===== src/rtl/gen_scheduler.sv =====
// Game-state controller and generation pacer for the 7x7 Life datapath.
// Edge-detects the front-panel buttons and issues registered one-cycle commands.
module gen_scheduler #(
  parameter int TICK_DIV = 4,
  parameter int CELLS    = 49,
  parameter int GEN_W    = 16
) (
  input  logic             clka,
  input  logic             rst_n,
  input  logic             stop,
  input  logic             prgm,
  input  logic             pp,
  input  logic             btn0,
  input  logic             btn1,
  input  logic [CELLS-1:0] grid,
  output logic [1:0]       game_state,
  output logic             step,
  output logic             toggle,
  output logic             clear,
  output logic [5:0]       cursor,
  output logic [GEN_W-1:0] gen_count,
  output logic             stable
);

  localparam int TW = $clog2(TICK_DIV);
  localparam logic [TW-1:0] TICK_LAST = TW'(TICK_DIV - 1);
  localparam logic [5:0] CUR_LAST = 6'(CELLS - 1);

  typedef enum logic [1:0] {
    ST_STOP    = 2'b00,
    ST_PROGRAM = 2'b01,
    ST_RUN     = 2'b10,
    ST_PAUSE   = 2'b11
  } state_t;

  state_t           r_state, w_state;
  logic [TW-1:0]    r_tick, w_tick;
  logic [CELLS-1:0] r_snap, w_snap;
  logic             r_first, w_first;
  logic             r_advPend, w_advPend;
  logic             r_step, w_step;
  logic             r_toggle, w_toggle;
  logic             r_clear, w_clear;
  logic [5:0]       r_cursor, w_cursor;
  logic [GEN_W-1:0] r_gen, w_gen;
  logic             r_stable, w_stable;
  logic             r_prevPrgm, r_prevPp, r_prevBtn0, r_prevBtn1;

  logic             w_risePrgm, w_risePp, w_riseBtn0, w_riseBtn1;
  logic [5:0]       w_cursorInc;
  logic [GEN_W-1:0] w_genInc;
  logic             w_halt;

  assign w_risePrgm  = prgm & ~r_prevPrgm;
  assign w_risePp    = pp   & ~r_prevPp;
  assign w_riseBtn0  = btn0 & ~r_prevBtn0;
  assign w_riseBtn1  = btn1 & ~r_prevBtn1;
  assign w_cursorInc = (r_cursor == CUR_LAST) ? 6'd0 : r_cursor + 6'd1;
  assign w_genInc    = (r_gen == {GEN_W{1'b1}}) ? r_gen : r_gen + GEN_W'(1);
  // The first step point of a fresh run has no valid snapshot to compare against.
  assign w_halt      = ~r_first & ((grid == r_snap) | (grid == '0));

  always_comb begin
    w_state   = r_state;
    w_tick    = r_tick;
    w_snap    = r_snap;
    w_first   = r_first;
    w_advPend = 1'b0;
    w_step    = 1'b0;
    w_toggle  = 1'b0;
    w_clear   = 1'b0;
    w_cursor  = r_advPend ? w_cursorInc : r_cursor;
    w_gen     = r_gen;
    w_stable  = r_stable;
    if (stop) begin
      w_state = ST_STOP;
      if (r_state != ST_STOP) begin
        w_clear  = 1'b1;
        w_cursor = 6'd0;
        w_gen    = '0;
        w_tick   = '0;
        w_stable = 1'b0;
      end
    end else begin
      case (r_state)
        ST_STOP: begin
          if (w_risePrgm) begin
            w_state = ST_PROGRAM;
          end else if (w_risePp) begin
            w_state = ST_RUN;
            w_tick  = '0;
            w_first = 1'b1;
          end
        end
        ST_PROGRAM: begin
          if (w_risePp) begin
            w_state = ST_RUN;
            w_tick  = '0;
            w_first = 1'b1;
          end else if (w_riseBtn1) begin
            // A simultaneous advance waits one cycle so the toggle hits the old cell.
            w_toggle  = 1'b1;
            w_advPend = w_riseBtn0;
          end else if (w_riseBtn0) begin
            w_cursor = w_cursorInc;
          end
        end
        ST_RUN: begin
          if (w_risePrgm) begin
            w_state = ST_PROGRAM;
            w_tick  = '0;
          end else if (w_risePp) begin
            w_state = ST_PAUSE;
          end else if (r_tick == TICK_LAST) begin
            w_tick = '0;
            if (w_halt) begin
              w_stable = 1'b1;
              w_state  = ST_PAUSE;
            end else begin
              w_step  = 1'b1;
              w_snap  = grid;
              w_gen   = w_genInc;
              w_first = 1'b0;
            end
          end else begin
            w_tick = r_tick + TW'(1);
          end
        end
        ST_PAUSE: begin
          if (w_risePrgm) begin
            w_state  = ST_PROGRAM;
            w_stable = 1'b0;
          end else if (w_risePp) begin
            w_state  = ST_RUN;
            w_stable = 1'b0;
          end else if (w_riseBtn0) begin
            w_step  = 1'b1;
            w_snap  = grid;
            w_gen   = w_genInc;
            w_first = 1'b0;
          end
        end
        default: w_state = ST_STOP;
      endcase
    end
  end

  always_ff @(posedge clka or negedge rst_n) begin
    if (!rst_n) begin
      r_state    <= ST_STOP;
      r_tick     <= '0;
      r_snap     <= '0;
      r_first    <= 1'b0;
      r_advPend  <= 1'b0;
      r_step     <= 1'b0;
      r_toggle   <= 1'b0;
      r_clear    <= 1'b0;
      r_cursor   <= 6'd0;
      r_gen      <= '0;
      r_stable   <= 1'b0;
      r_prevPrgm <= 1'b0;
      r_prevPp   <= 1'b0;
      r_prevBtn0 <= 1'b0;
      r_prevBtn1 <= 1'b0;
    end else begin
      r_state    <= w_state;
      r_tick     <= w_tick;
      r_snap     <= w_snap;
      r_first    <= w_first;
      r_advPend  <= w_advPend;
      r_step     <= w_step;
      r_toggle   <= w_toggle;
      r_clear    <= w_clear;
      r_cursor   <= w_cursor;
      r_gen      <= w_gen;
      r_stable   <= w_stable;
      r_prevPrgm <= prgm;
      r_prevPp   <= pp;
      r_prevBtn0 <= btn0;
      r_prevBtn1 <= btn1;
    end
  end

  assign game_state = r_state;
  assign step       = r_step;
  assign toggle     = r_toggle;
  assign clear      = r_clear;
  assign cursor     = r_cursor;
  assign gen_count  = r_gen;
  assign stable     = r_stable;

endmodule


===== config.mk =====
export PLATFORM = sky130hd
export DESIGN_NAME = gen_scheduler
export DESIGN_NICKNAME = d
export VERILOG_FILES = /design/src/rtl/gen_scheduler.sv
export SDC_FILE = /design/constraint.sdc
export NUM_CORES = 1
export LEC_CHECK = 0
export ABC_AREA = 1
export CAP_MARGIN = 20
export CORE_MARGIN = 5
export CORE_UTILIZATION = 50
export DETAILED_ROUTE_END_ITERATION = 8
export HOLD_SLACK_MARGIN = 0.02
export PLACE_DENSITY = 0.77
export RECOVER_POWER = 50
export SLEW_MARGIN = 10
export SYNTH_ARGS = -nofsm -noshare
export SYNTH_HDL_FRONTEND = slang
export SYNTH_SLANG_ARGS = --single-unit

===== constraint.sdc =====
create_clock -name clka -period 6.69 [get_ports clka]
set_clock_uncertainty 0.1 [all_clocks]
set_input_delay 2.007 -clock clka [delete_from_list [all_inputs] [get_ports clka]]
set_output_delay 2.007 -clock clka [all_outputs]
set_load 0.02 [all_outputs]

* After elaboration in Yosys (flattened, before gate mapping)
Cells that the tools add are included.
** Operators by class
- Bitwise logic cells :: 12
- Add/subtract/negate cells :: 3
- Muxes and demuxes :: 81
- Equal/unequal tests :: 29
- Reductions and logical operators :: 13
** Operators by type and width (number)
- 2-to-1 mux 49 bit :: 7
- 2-to-1 mux 16 bit :: 10
- one-hot mux 49 bit (2 select lines) :: 1
- == test 49 bit :: 1
- logical NOT 49 bit :: 1
- 2-to-1 mux 6 bit :: 8
- 2-to-1 mux 1 bit :: 35
- one-hot mux 16 bit (2 select lines) :: 1
- 2-to-1 mux 2 bit :: 14
- inequality test 3 bit, second input constant :: 9
- AND reduction 9 bit :: 3
- adder 16 x 1 -> 16 bit, second input constant :: 1
- == test 16 bit, second input constant :: 1
- inequality test 2 bit, second input constant :: 8
- one-hot mux 2 bit (3 select lines) :: 2
- inequality test 5 bit, second input constant :: 2
- inequality test 4 bit, second input constant :: 2
- AND reduction 7 bit :: 1
- adder 6 x 1 -> 6 bit, second input constant :: 1
- == test 2 bit, second input constant :: 3
- == test 6 bit, second input constant :: 1
- inverter 1 bit :: 6
- AND 1 bit :: 5
- one-hot mux 1 bit (2 select lines) :: 2
- 12 further kinds :: 13
** Storage, ports and cells
- Output and inout bits :: 28
- Register bits after elaboration :: 85
- Input port bits :: 56
- Logic and storage cells :: 153

* Depth between registers and ports, before layout
- Word-level depth :: 9
- Depth in mapped cells :: 18
- Mapped depth without buffers :: 16

* Worst setup path before layout
Ideal clock, no wire load.
- Path type :: input port to flip-flop
- Start point :: in btn0
- End point :: reg r_snap[0]
- Path buffers :: 2
- Setup slack :: 3196 ps
- Library setup time :: 123 ps
- Required time :: 6467 ps
- Arrival time :: 3271 ps
- Stages on the path :: 11
- Path through :: inv_1 nor2_1 inv_1 a22oi_2 inv_2 a2111oi_4 nand2_4 buf_6 buf_6 nand2_2 o21ai_2
** Between the ends
- Cells in the longest elaborated chain, start to end :: 3
** Ends and longest elaborated chain
- from (decl) :: RTL line 13 : input logic btn0,
- AND 1 bit :: RTL line 56 : assign w_riseBtn0 = btn0 & ~r_prevBtn0;
- inequality test 2 bit (no source line)
- AND reduction 9 bit (no source line)
- to (signal assigned) :: RTL line 168 : r_snap <= w_snap;
- to (decl) :: RTL line 38 : logic [CELLS-1:0] r_snap, w_snap;
No other way between the ends.
A chain may end at the register's enable or synchronous reset.

* Worst setup path in the final report
- Start point :: in stop
- End point :: reg r_gen[15] (netlist: gen_count[15])
** Between the ends
- Cells in the longest elaborated chain, start to end :: 2
- Elaborated cells on any way between the ends :: 11
- Those cells by class :: eq/ne: 8; mux: 1; reduce/logical: 2
** Ends and longest elaborated chain
- from (decl) :: RTL line 10 : input logic stop,
- inequality test 3 bit (no source line), or another cell as far along
- AND reduction 9 bit (no source line)
- to (signal assigned) :: RTL line 175 : r_gen <= w_gen;
- to (decl) :: RTL line 45 : logic [GEN_W-1:0] r_gen, w_gen;
Several ways; a longest one is shown, not always the timed one.

==> qor.txt <==
Final setup viols -> 0
I/O pins -> 84
Vias in the first global route -> 4748
Clock Power Share -> 0.173
Total CTS buffers -> 9
Multi-input logic area -> 2750 sq um
Int Pwr -> 1.17 mW
GRT Util Overall -> 0.199
Critical path capture point type -> flip-flop
Post-synth EDFFs -> 0
Die Y -> 114 um
CTS tree -> built
Worst setup SP type -> input port
Gate power share -> 0.420
Antenna Nets Post-Route -> 0
Routed WL per cell -> 13.3 um
DR iter-0 viols -> 263
Main synth FF type -> dfrtp_1
Share of the synthesized area in the top cell type -> 0.396
Async set-or-reset flop fraction in the synthesized netlist -> 1.00
Pwr dens -> 311 nW/um^2
Max IR drop VDD -> 0.185 mV
Ranking of synthesized cells by area -> dfrtp_1 40%, nand2_1 13%, nand3_1 6.3%, inv_1 5.5%, o21ai_2 5.1%
Syn Std Cell Area -> 5370 sq um
Sw Share -> 0.415
Register area share after synthesis -> 0.396
Fin util -> 0.618
Reg area -> 2130 sq um
WP data arrival -> 4920 ps
Setup repair bufs after CTS -> 0
Die X-Extent -> 114 um
Antenna diodes -> 0
Vias per std cell -> 5.16
HP Class -> flip-flop to flip-flop
Placer Congestion -> 0.885
Worst-Margin Slew -> 1620 ps
Hold-fix buffer count after cts -> 0
Setup TNS Final -> 0 ps
WHS -> 399 ps
First-pass GRT wire length -> 21.5 mm
Root Buffer -> clkbuf_8
Maximum clock frequency -> 211 MHz
GRT overflow -> 0
Clock Latency Late Sink -> 360 ps
Synth Warn # -> 0
Cell taking the most area after synthesis -> dfrtp_1
Slew margin rel. -> -0.0809
Post-Synth XOR/XNOR Area -> 0.0440
Post-synthesis adder-cell area fraction -> 0.0186
CP Data Required Time -> 6880 ps
RSZ-0062 raised after global routing -> false
FP Rows -> 37
Reg power frac -> 0.407
Complex-gate fraction of the synthesized area -> 0.118
Count of input and output buffers -> 83
P_leak -> 3.01 nW
Syn nets -> 785
CTS H-tree lvls -> 3
Post-synthesis mux area share -> 0
Final Hold Viols -> 0
Final Max Tran Viols -> 30
Outcome -> complete, but fails checks
CTS Sinks -> 85
Average size of a mapped cell -> 7.45 sq um
DR vias -> 4847
Worst-path clk slew -> 80 ps
Fillcell total -> 925
Die area -> 12900 sq um
Initial antenna violation count -> 0
Number of max-cap violations -> 1
Drt first pass iters -> 5
Simple-gate share of the synthesized area -> 0.331
Violated checks -> capacitance limit, slew limit
Largest family of logic cells by synthesized area -> simple AND/OR/NAND/NOR gates
Final wirelength -> 12.5 mm
R2R Setup Slk -> 3450 ps
DP Wirelength -> 9.11 mm
P_sw -> 0.832 mW
Layout cell share with drive strength beyond 1 -> 0.138
Synthesized instance count -> 721
Synthesis-to-finish area growth -> 20.0%
Post-layout min period -> 4730 ps
Crit path kind -> input port to flip-flop
DRC viols -> 0
Post-CTS Resized -> 0
Clk buf depth -> 2
NumNets Final -> 862
Synthesized flop and latch total -> 85
Largest net degree at the start of global routing -> 85
Starting density of the core -> 0.515
Synth unique cells -> 36
Final Cycle Share -> 0.707
Core box area -> 10400 sq um
Worst-path maximum fanout -> 19
==> Yosys cell counts (all sizes together), types with 3 or more instances <==
cell type	number
nor3	11
inv	94
nand3	68
a21oi	17
nand2	229
xnor2	25
dfrtp	85
nor4	7
buf	13
o211ai	3
clkbuf	7
ha	8
nand4	13
nor2	69
o21ai	56
==> worst paths after layout <==
| check | to | from | depth (start not counted) |
|---|---|---|---|
| setup reg to reg | r_snap[31]$_DFFE_PN0P_ | game_state[0]$_DFFE_PN0P_ | 11 |
| hold reg to reg | r_first$_DFFE_PN0P_ | r_first$_DFFE_PN0P_ | 2 |
| setup / recovery | gen_count[15]$_DFFE_PN0P_ | stop | 8 |
| min in group asynchronous | r_snap[26]$_DFFE_PN0P_ | rst_n | 1 |
| max in group asynchronous | gen_count[4]$_DFFE_PN0P_ | rst_n | 2 |
| hold / removal | r_first$_DFFE_PN0P_ | r_first$_DFFE_PN0P_ | 2 |
==> registers in the layout, indices dropped and copies added, names as in the netlist <==
signal and count:
gen_count 16, r_first 1, toggle 1, r_prevPp 1, r_snap 49, cursor 6
clear 1, r_prevBtn1 1, r_prevPrgm 1, r_prevBtn0 1, step 1, r_advPend 1
game_state 2, stable 1, r_tick 2
==> power groups by stage <==
stage | clock (mW) | combinational [mW] | sequential (mW)
floorplan | 0 | 0.623 | 0.825
global route | 0.377 | 0.952 | 0.839
CTS | 0.356 | 0.845 | 0.814
finish | 0.346 | 0.842 | 0.814
detailed placement | 0 | 0.840 | 0.824
global placement | 0 | 0.803 | 0.812
==> cells by family after synthesis <==
| logic type | Yosys count |
|---|---|
| AND/OR/NAND/NOR | 400 |
| XOR/XNOR | 27 |
| adder cells (fa/ha/maj) | 8 |
| buffers and inverters | 114 |
| AO/OA/AOI/OAI | 87 |
| flip-flops | 85 |
==> per-stage QoR <==
stage          power, mW  instance area [sq um]  std cells  setup slack, ps
5_1_grt             2.17                   6440        939             1750
6_report            2.00                   6440        939             1960
3_5_place_dp        1.66                   6240        922             1490
2_1_floorplan       1.45                   5370        721             3200
3_3_place_gp        1.61                   6240        922             1600
4_1_cts             2.02                   6420        938             1870
==> placed cells by master, fill, tap and decap left out, types with 5 or more instances in the layout <==
master,Yosys,layout
nand2_1,193,193
dfrtp_1,85,85
inv_1,78,78
clkdlybuf4s50_1,0,70
nand3_1,68,68
nor2_1,65,65
nand2_2,34,34
o21ai_2,31,31
xnor2_1,25,25
o21ai_0,20,20
a21oi_1,17,17
inv_2,15,15
nand4_1,12,12
dlygate4sd3_1,0,12
nor3_1,11,11
clkbuf_8,0,9
ha_1,8,8
nor4_1,7,7
o21ai_1,5,5
==> metal layers <==
metal / vias up / GRT usage / part of all wire
met3: 12 / 0.0440 / 0.065
met2: 135 / 0.328 / 0.48
met1: 2236 / 0.267 / 0.44
met4: 0 / 0.0465 / 0.0086
met5: - / 0 / 0
li1: 2464 / - / -
==> layout make-up <==
class	instances	area share
Multi-Input combinational cell	522	0.426
Sequential cell	85	0.330
Timing Repair Buffer	86	0.134
Inverter	94	0.0552
Tap cell	136	0.0264
Clock buffer	9	0.0192
Clock inverter	7	0.00855
==> critical path: stages <==
cell and delay (ps):
dlygate4sd3_1 910, buf_4 310, inv_2 150, nor2_2 190
inv_2 190, a2111oi_4 870, nand3_1 170, nand2_1 100
(Power assumes the default switching activity.)
